<file path="config.mk">
export PLATFORM = sky130hd
export DESIGN_NAME = change_dispenser_fsm
export DESIGN_NICKNAME = d
export VERILOG_FILES = /design/src/rtl/change_dispenser_fsm.sv
export SDC_FILE = /design/constraint.sdc
export NUM_CORES = 1
export LEC_CHECK = 0
export ABC_AREA = 1
export BUFFER_PORTS_ARGS = -buffer_cell sky130_fd_sc_hd__clkbuf_2
export CAP_MARGIN = 20
export CORE_AREA = 2 2 44 46
export CTS_BUF_LIST = sky130_fd_sc_hd__clkbuf_16
export CTS_CLUSTER_DIAMETER = 100
export DETAILED_ROUTE_END_ITERATION = 8
export DIE_AREA = 0 0 46 48
export GPL_ROUTABILITY_DRIVEN = 0
export PLACE_DENSITY_LB_ADDON = 0.1
export SETUP_SLACK_MARGIN = 0.4
export SYNTH_ARGS = -nofsm -noshare
export SYNTH_HDL_FRONTEND = slang
export SYNTH_SLANG_ARGS = --single-unit
</file>
<file path="constraint.sdc">
create_clock -name clk -period 3.1 [get_ports clk]
set_input_delay 0.155 -clock clk [delete_from_list [all_inputs] [get_ports clk]]
set_output_delay 0.155 -clock clk [all_outputs]
set_load 0.01 [all_outputs]
</file>
<file path="src/rtl/change_dispenser_fsm.sv">
// change_dispenser_fsm: greedy change-return engine issuing coins over a valid/ack handshake (optional ack timeout via CHANGE_TIMEOUT_EN)
module change_dispenser_fsm #(
  parameter int CREDIT_W    = 6,
  parameter int ACK_TIMEOUT = 255
) (
  input  logic                clk,
  input  logic                rst_n,
  input  logic                req_valid,
  output logic                req_ready,
  input  logic [CREDIT_W-1:0] req_credit,
  output logic                coin_valid,
  output logic [1:0]          coin_code,
  output logic [3:0]          coin_release,
  input  logic                coin_ack,
  output logic                busy,
  output logic                done,
  output logic                err
);
  typedef enum logic [2:0] {IDLE, SELECT, ISSUE, DONE, ERR} state_t;
  state_t state;
  logic [CREDIT_W-1:0] remaining;
  logic [CREDIT_W-1:0] coin_val;
  logic [1:0] best_code;
  assign coin_val = coin_code == 2'b11 ? CREDIT_W'(10) :
                    coin_code == 2'b10 ? CREDIT_W'(5)  :
                    coin_code == 2'b01 ? CREDIT_W'(2)  : CREDIT_W'(1);
  assign best_code = remaining >= CREDIT_W'(10) ? 2'b11 :
                     remaining >= CREDIT_W'(5)  ? 2'b10 :
                     remaining >= CREDIT_W'(2)  ? 2'b01 : 2'b00;
  assign coin_release = coin_valid ? 4'b0001 << coin_code : 4'b0000;
`ifdef CHANGE_TIMEOUT_EN
  localparam int CW = $clog2(ACK_TIMEOUT + 1);
  logic [CW-1:0] cnt;
`else
  assign err = 1'b0;
`endif
  // state machine with all handshake/status outputs registered alongside the state
  always_ff @(posedge clk or negedge rst_n) begin
    if (!rst_n) begin
      state      <= IDLE;
      remaining  <= '0;
      coin_code  <= 2'b00;
      coin_valid <= 1'b0;
      done       <= 1'b0;
      busy       <= 1'b0;
      req_ready  <= 1'b1;
`ifdef CHANGE_TIMEOUT_EN
      err        <= 1'b0;
      cnt        <= '0;
`endif
    end else begin
      done <= 1'b0;
      case (state)
        IDLE: if (req_valid) begin
          remaining <= req_credit;
          req_ready <= 1'b0;
          busy      <= 1'b1;
          state     <= req_credit == '0 ? DONE : SELECT;
          done      <= req_credit == '0;
        end
        SELECT: begin
          coin_code  <= best_code;
          coin_valid <= 1'b1;
          state      <= ISSUE;
`ifdef CHANGE_TIMEOUT_EN
          cnt        <= '0;
`endif
        end
        ISSUE: if (coin_ack) begin
          remaining  <= remaining - coin_val;
          coin_valid <= 1'b0;
          state      <= remaining == coin_val ? DONE : SELECT;
          done       <= remaining == coin_val;
        end
`ifdef CHANGE_TIMEOUT_EN
        else if (cnt == CW'(ACK_TIMEOUT - 1)) begin
          coin_valid <= 1'b0;
          err        <= 1'b1;
          state      <= ERR;
        end else cnt <= cnt + 1'b1;
        ERR: if (req_valid) begin
          err       <= 1'b0;
          busy      <= 1'b0;
          req_ready <= 1'b1;
          state     <= IDLE;
        end
`endif
        DONE: begin
          busy      <= 1'b0;
          req_ready <= 1'b1;
          state     <= IDLE;
        end
        default: state <= IDLE;
      endcase
    end
  end
endmodule

</file>
Word level (Yosys, flattened, before mapping)
Index checks and enable logic that the tools add are counted.
{ "totals": {"regBits": 15, "input_bits": 10, "output_inout_bits": 11, "word_cells": 54} }
{ "op_classes": {"add_sub_neg": 1, "order_cmp": 3, "eq_ne": 9, "shifts": 1, "mux": 24, "reduce_logical": 9} }
{ "ops": {"columns": ["op", "count"], "rows": [
  ["two-way mux 6 bit", 2],
  ["one-hot mux 6 bit (2 select lines)", 1],
  ["two-way mux 2 bit", 5],
  ["two-way mux 3 bit", 3],
  ["one-hot mux 3 bit (3 select lines)", 1],
  ["two-way mux 4 bit", 2],
  ["one-hot mux 1 bit (2 select lines)", 4],
  ["== test 3 x 2 -> 1 bit, second input constant", 2],
  ["== test 6 x 4 -> 1 bit", 1],
  ["greater-or-equal comparator 6 x 2 -> 1 bit, second input constant", 1],
  ["greater-or-equal comparator 6 x 3 -> 1 bit, second input constant", 1],
  ["greater-or-equal comparator 6 x 4 -> 1 bit, second input constant", 1],
  ["zero test 6 bit", 1],
  ["two-way mux 1 bit", 6],
  ["AND reduction 2 bit", 3],
  ["nonzero test 2 bit", 3],
  ["subtractor 6 x 4 -> 6 bit", 1],
  ["== test 2 bit, second input constant", 2],
  ["inequality test 2 bit, second input constant", 2],
  ["left shift 1 x 2 -> 4 bit, first input constant", 1],
  ["== test 3 x 1 -> 1 bit, second input constant", 1],
  ["zero test 3 bit", 1],
  ["AND reduction 3 bit", 1],
  ["== test 2 x 1 -> 1 bit, second input constant", 1]
]} }

Depth between registers and ports, before layout
{ "depth": {"ltp_word": 8, "depth_mapped": 11, "depth_no_buf": 11} }

Worst setup path after synthesis
OpenSTA, ideal clock, no wires.
{ "synth_timing": {"path_type": "reg2reg", "start": "reg coin_code[0]", "end": "reg remaining[4]", "setup_ns": 0.117, "arrival_ns": 1.509, "t_required_ns": 2.983, "slack_ns": 1.474, "path_stages_with_launch": 11, "n_path_buf": 0, "synth_period_minus_slack_ns": 1.626, "cell_sequence": "dfrtp_1 > inv_1 > ha_1 > inv_1 > fa_1 > nand2_1 > nand2_1 > a21oi_1 > o21ai_1 > nand3_1 > nand2_1"} }
{ "synth_via": {"elab_chain_cells": 7, "elab_cells_between_ends": 9, "classes_between": "add/sub: 1; eq/ne: 3; mux: 5"} }
{ "synth_lines": {"columns": ["element", "line", "source"], "rows": [
  ["start, declared", "12", "output logic [1:0] coin_code,"],
  ["start signal, assigned", "62", "coin_code <= best_code;"],
  ["== test 2 x 1 -> 1 bit", "26", "coin_code == 2'b01 ? CREDIT_W'(2) : CREDIT_W'(1);"],
  ["two-way mux 2 bit", "26", null],
  ["two-way mux 3 bit", "25", "coin_code == 2'b10 ? CREDIT_W'(5) :"],
  ["two-way mux 4 bit (*)", "24", "assign coin_val = coin_code == 2'b11 ? CREDIT_W'(10) :"],
  ["subtractor 6 x 4 -> 6 bit (*)", "70", "remaining <= remaining - coin_val;"],
  ["two-way mux 6 bit (*)", "69", "ISSUE: if (coin_ack) begin"],
  ["one-hot mux 6 bit (2 select lines) (*)", "53", "case (state)"],
  ["end signal, assigned", "55", "remaining <= req_credit;"],
  ["end signal, assigned", "70", null],
  ["end, declared", "21", "logic [CREDIT_W-1:0] remaining;"]
]} }
Every way passes the cells marked *; elsewhere a longest branch is shown, timed or not. The select of a mux whose other input is x is not followed.
A chain may end at the register's enable or synchronous reset.

Final worst setup path
{ "layout_timing": {"start": "reg coin_code[0]", "end": "reg state[1]"} }
{ "layout_via": {"elab_chain_cells": 8, "elab_cells_between_ends": 10, "classes_between": "eq/ne: 4; mux: 6"} }
{ "layout_lines": {"columns": ["element", "line", "source"], "rows": [
  ["== test 2 x 1 -> 1 bit", "26", null],
  ["two-way mux 2 bit", "26", null],
  ["two-way mux 3 bit", "25", null],
  ["two-way mux 4 bit (*)", "24", null],
  ["== test 6 x 4 -> 1 bit (*)", "72", "state <= remaining == coin_val ? DONE : SELECT;"],
  ["two-way mux 2 bit (*)", "72", null],
  ["two-way mux 3 bit (*)", "69", null],
  ["one-hot mux 3 bit (3 select lines) (*)", "53", null],
  ["end signal, assigned", "58", "state <= req_credit == '0 ? DONE : SELECT;"],
  ["end signal, assigned", "72", null],
  ["end, declared", "20", "state_t state;"]
]} }
Marked as above.

==> flow_summary.yaml <==
synthesis:
  synth_cells: 124
  synth_area_leader_cell: "dfrtp_1"
  synth_cell_types: 28
  ys_ff_latch: 14
  synth_area_um2: 913
  ys_seq_area_share_pct: 38.5
  synth_area_leaders: "dfrtp_1 36%, nand2_1 14%, nor2_1 6.2%"
  synth_nets: 139
  yosysTopAreaCellShare_pct: 35.6
  yosysWarnings: 0
  syn-mean-instance-area_um2: 7.37
floorplan:
  initial_core_util_pct: 54.1
  core.rowCount: 15
  die_area_um2: 2210
  die_h_um: 48
  core_um2: 1690
  io_pins: 21
  dieWidth_um: 46
critical_path:
  crit_required_ps: 3260
  cp_cell_sequence: "inv_1 -> nand2_1 -> ha_1 -> nand2_1 -> nor2_1 -> nand3_1 -> o21ai_0 -> nand2_1 -> o21ai_0"
  path_delay_family: "simple AND/OR/NAND/NOR gates"
  path_common_cell: "nand2_1"
  worstPathMaxFanout: 6
  cp-start-kind: "flop"
  end_kind: "flop"
  max_stage_delay_ps: 400
  arrival_ps: 1870
  worstSetupPathType: "reg -> reg"
  path_buf_inv: 1
  slowest_stage: "dfrtp_1"
final_layout:
  layout_common_cells: "34 x nand2_1, 19 x clkbuf_2, 15 x nor2_1"
  final_common_cell: "nand2_1"
  diodes: 0
  layout-drive-gt1-share_pct: 22.6
  layout.cells.non_filler: 163
  fin_nets: 162
  area_growth_syn_to_layout_pct: 20.4
route:
  first_pass_iters: 4
  ant_nets: 0
  vias_per_cell: 5.27
  vias: 859
  routedWlPerCell_um: 12.5
  routed_wl_mm: 2.04
  route.detailed.drc: 0
  drt_iter0_drc: 20
clock_network:
  cts.sinks: 14
  clk_pin_slew_ps: 50
  clk_latency_ps: 240
  cts_max_path_buffers: 2
  cts_root_buf: "clkbuf_16"
  cts_tree: "yes"
  htree_levels: 1
  cts_buffers: 3
  cts_resized: 0
power_and_ir_drop:
  power_mw: 1.44
  ir_drop_mv: 0.597
  p_leak_nw: 0.587
  power_density_nw_per_um2: 1310
timing:
  fmax_mhz: 583
  fin_setup_tns_ps: 0
  setup_violations: 0
  slew_viol_final: 0
  post-route-period-util_pct: 55.3
  fin_skew_ps: 1.21
  post-route-min-period_ps: 1710
  setup_slack_ps: 1390
  rsz0062_at_grt: "no"
  finalHoldViolCount: 0
global_route:
  grt_use_met3_pct: 3.40
  grt_max_degree: 15
  track_usage_pct: 21.8
  grt_use_met2_pct: 36.7
  grt_overflow: 0
  antenna_found_initial: 0
  grt_first_pass_wirelength_mm: 3.33
  top_usage_layer: "met2"
  grt_pass1_vias: 747
  use_met1_pct: 29.1
flow_run:
  cap_violations: 0
placed_design:
  port_buffers: 19
  place_ws_ps: 1400
  dp_cells: 158
  place_hpwl_mm: 1.50
min_path:
  hold_class: "in -> reg"
run_status:
  outcome: "completed"
## layer usage
metal  part of all wire (%)  up-vias
met4                    1.5        0
met5                      0        -
met2                     48       39
met3                    5.5        4
li1                       -      443
met1                     45      373
## Yosys cell counts, drive strengths merged
library cell	instances
a21oi	4
o311ai	1
nand2	38
ha	4
fa	1
o211ai	2
inv	16
conb	1
nor2	17
nand3	9
o22ai	1
buf	2
nand3b	1
nor3	2
dfrtp	13
dfstp	1
a31oi	2
or2	1
o21ai	8
## registers in the layout, summed over array words and instances, names as in the netlist
register    flops
coin_code       2
remaining       6
done            1
state           2
busy            1
req_ready       1
coin_valid      1
## stage by stage
step	area [um^2]	util (%)	hold WS, ps
2_1_floorplan	913	-	-141
3_3_place_gp	1010	59.9	80.9
3_5_place_dp	1010	59.9	91.3
4_1_cts	1100	65.1	140
5_1_grt	1100	65.1	149
6_report	1100	65.1	139
## path summary, 6_finish.rpt
kind                                     startpoint                       end  slack (ps)  cells after the start
max                        coin_code[0]$_DFFE_PN0P_      state[1]$_DFFE_PN0P_        1390                      9
min                                        coin_ack      state[1]$_DFFE_PN0P_         140                      2
max reg2reg                coin_code[0]$_DFFE_PN0P_      state[1]$_DFFE_PN0P_        1390                      9
min reg2reg                   req_ready$_DFFE_PN1P_     req_ready$_DFFE_PN1P_         460                      2
max in group asynchronous                     rst_n     req_ready$_DFFE_PN1P_        2430                      2
min in group asynchronous                     rst_n  remaining[0]$_DFFE_PN0P_         360                      2
## repair_timing
| item | CTS | global route |
|---|---|---|
| hold endpoints to repair | 13 | 0 |
| hold buffers | 1 | 0 |
| setup buffers | 0 | 0 |
## kinds of logic (layout without fill, tap and decap cells)
family,count (synthesis),count (layout),share of synthesized area (%)
and+or+nand+nor,68,68,32.9
AOI/OAI and AO/OA,18,18,11.6
buffers and inverters,18,40,8.91
DFF,14,14,38.5
adders and majority gates,5,5,7.67
other,1,1,0.411
## report_power, final
| group | internal, mW | leakage (nW) | switching [mW] |
|---|---|---|---|
| clock | 0.170 | 0.0385 | 0.0713 |
| combinational | 0.308 | 0.384 | 0.528 |
| sequential | 0.278 | 0.165 | 0.0857 |
| total | 0.756 | 0.587 | 0.685 |
## cell type report
type,instances,area (um^2)
Sequential cell,14,352
Inverter,16,62.6
Clock inverter,1,3.75
Tap cell,17,21.3
Fill cell,155,589
Clock buffer,3,75.1
Timing Repair Buffer,20,105
Multi-Input combinational cell,92,480
Note: power is estimated with default switching activity, not from simulation.
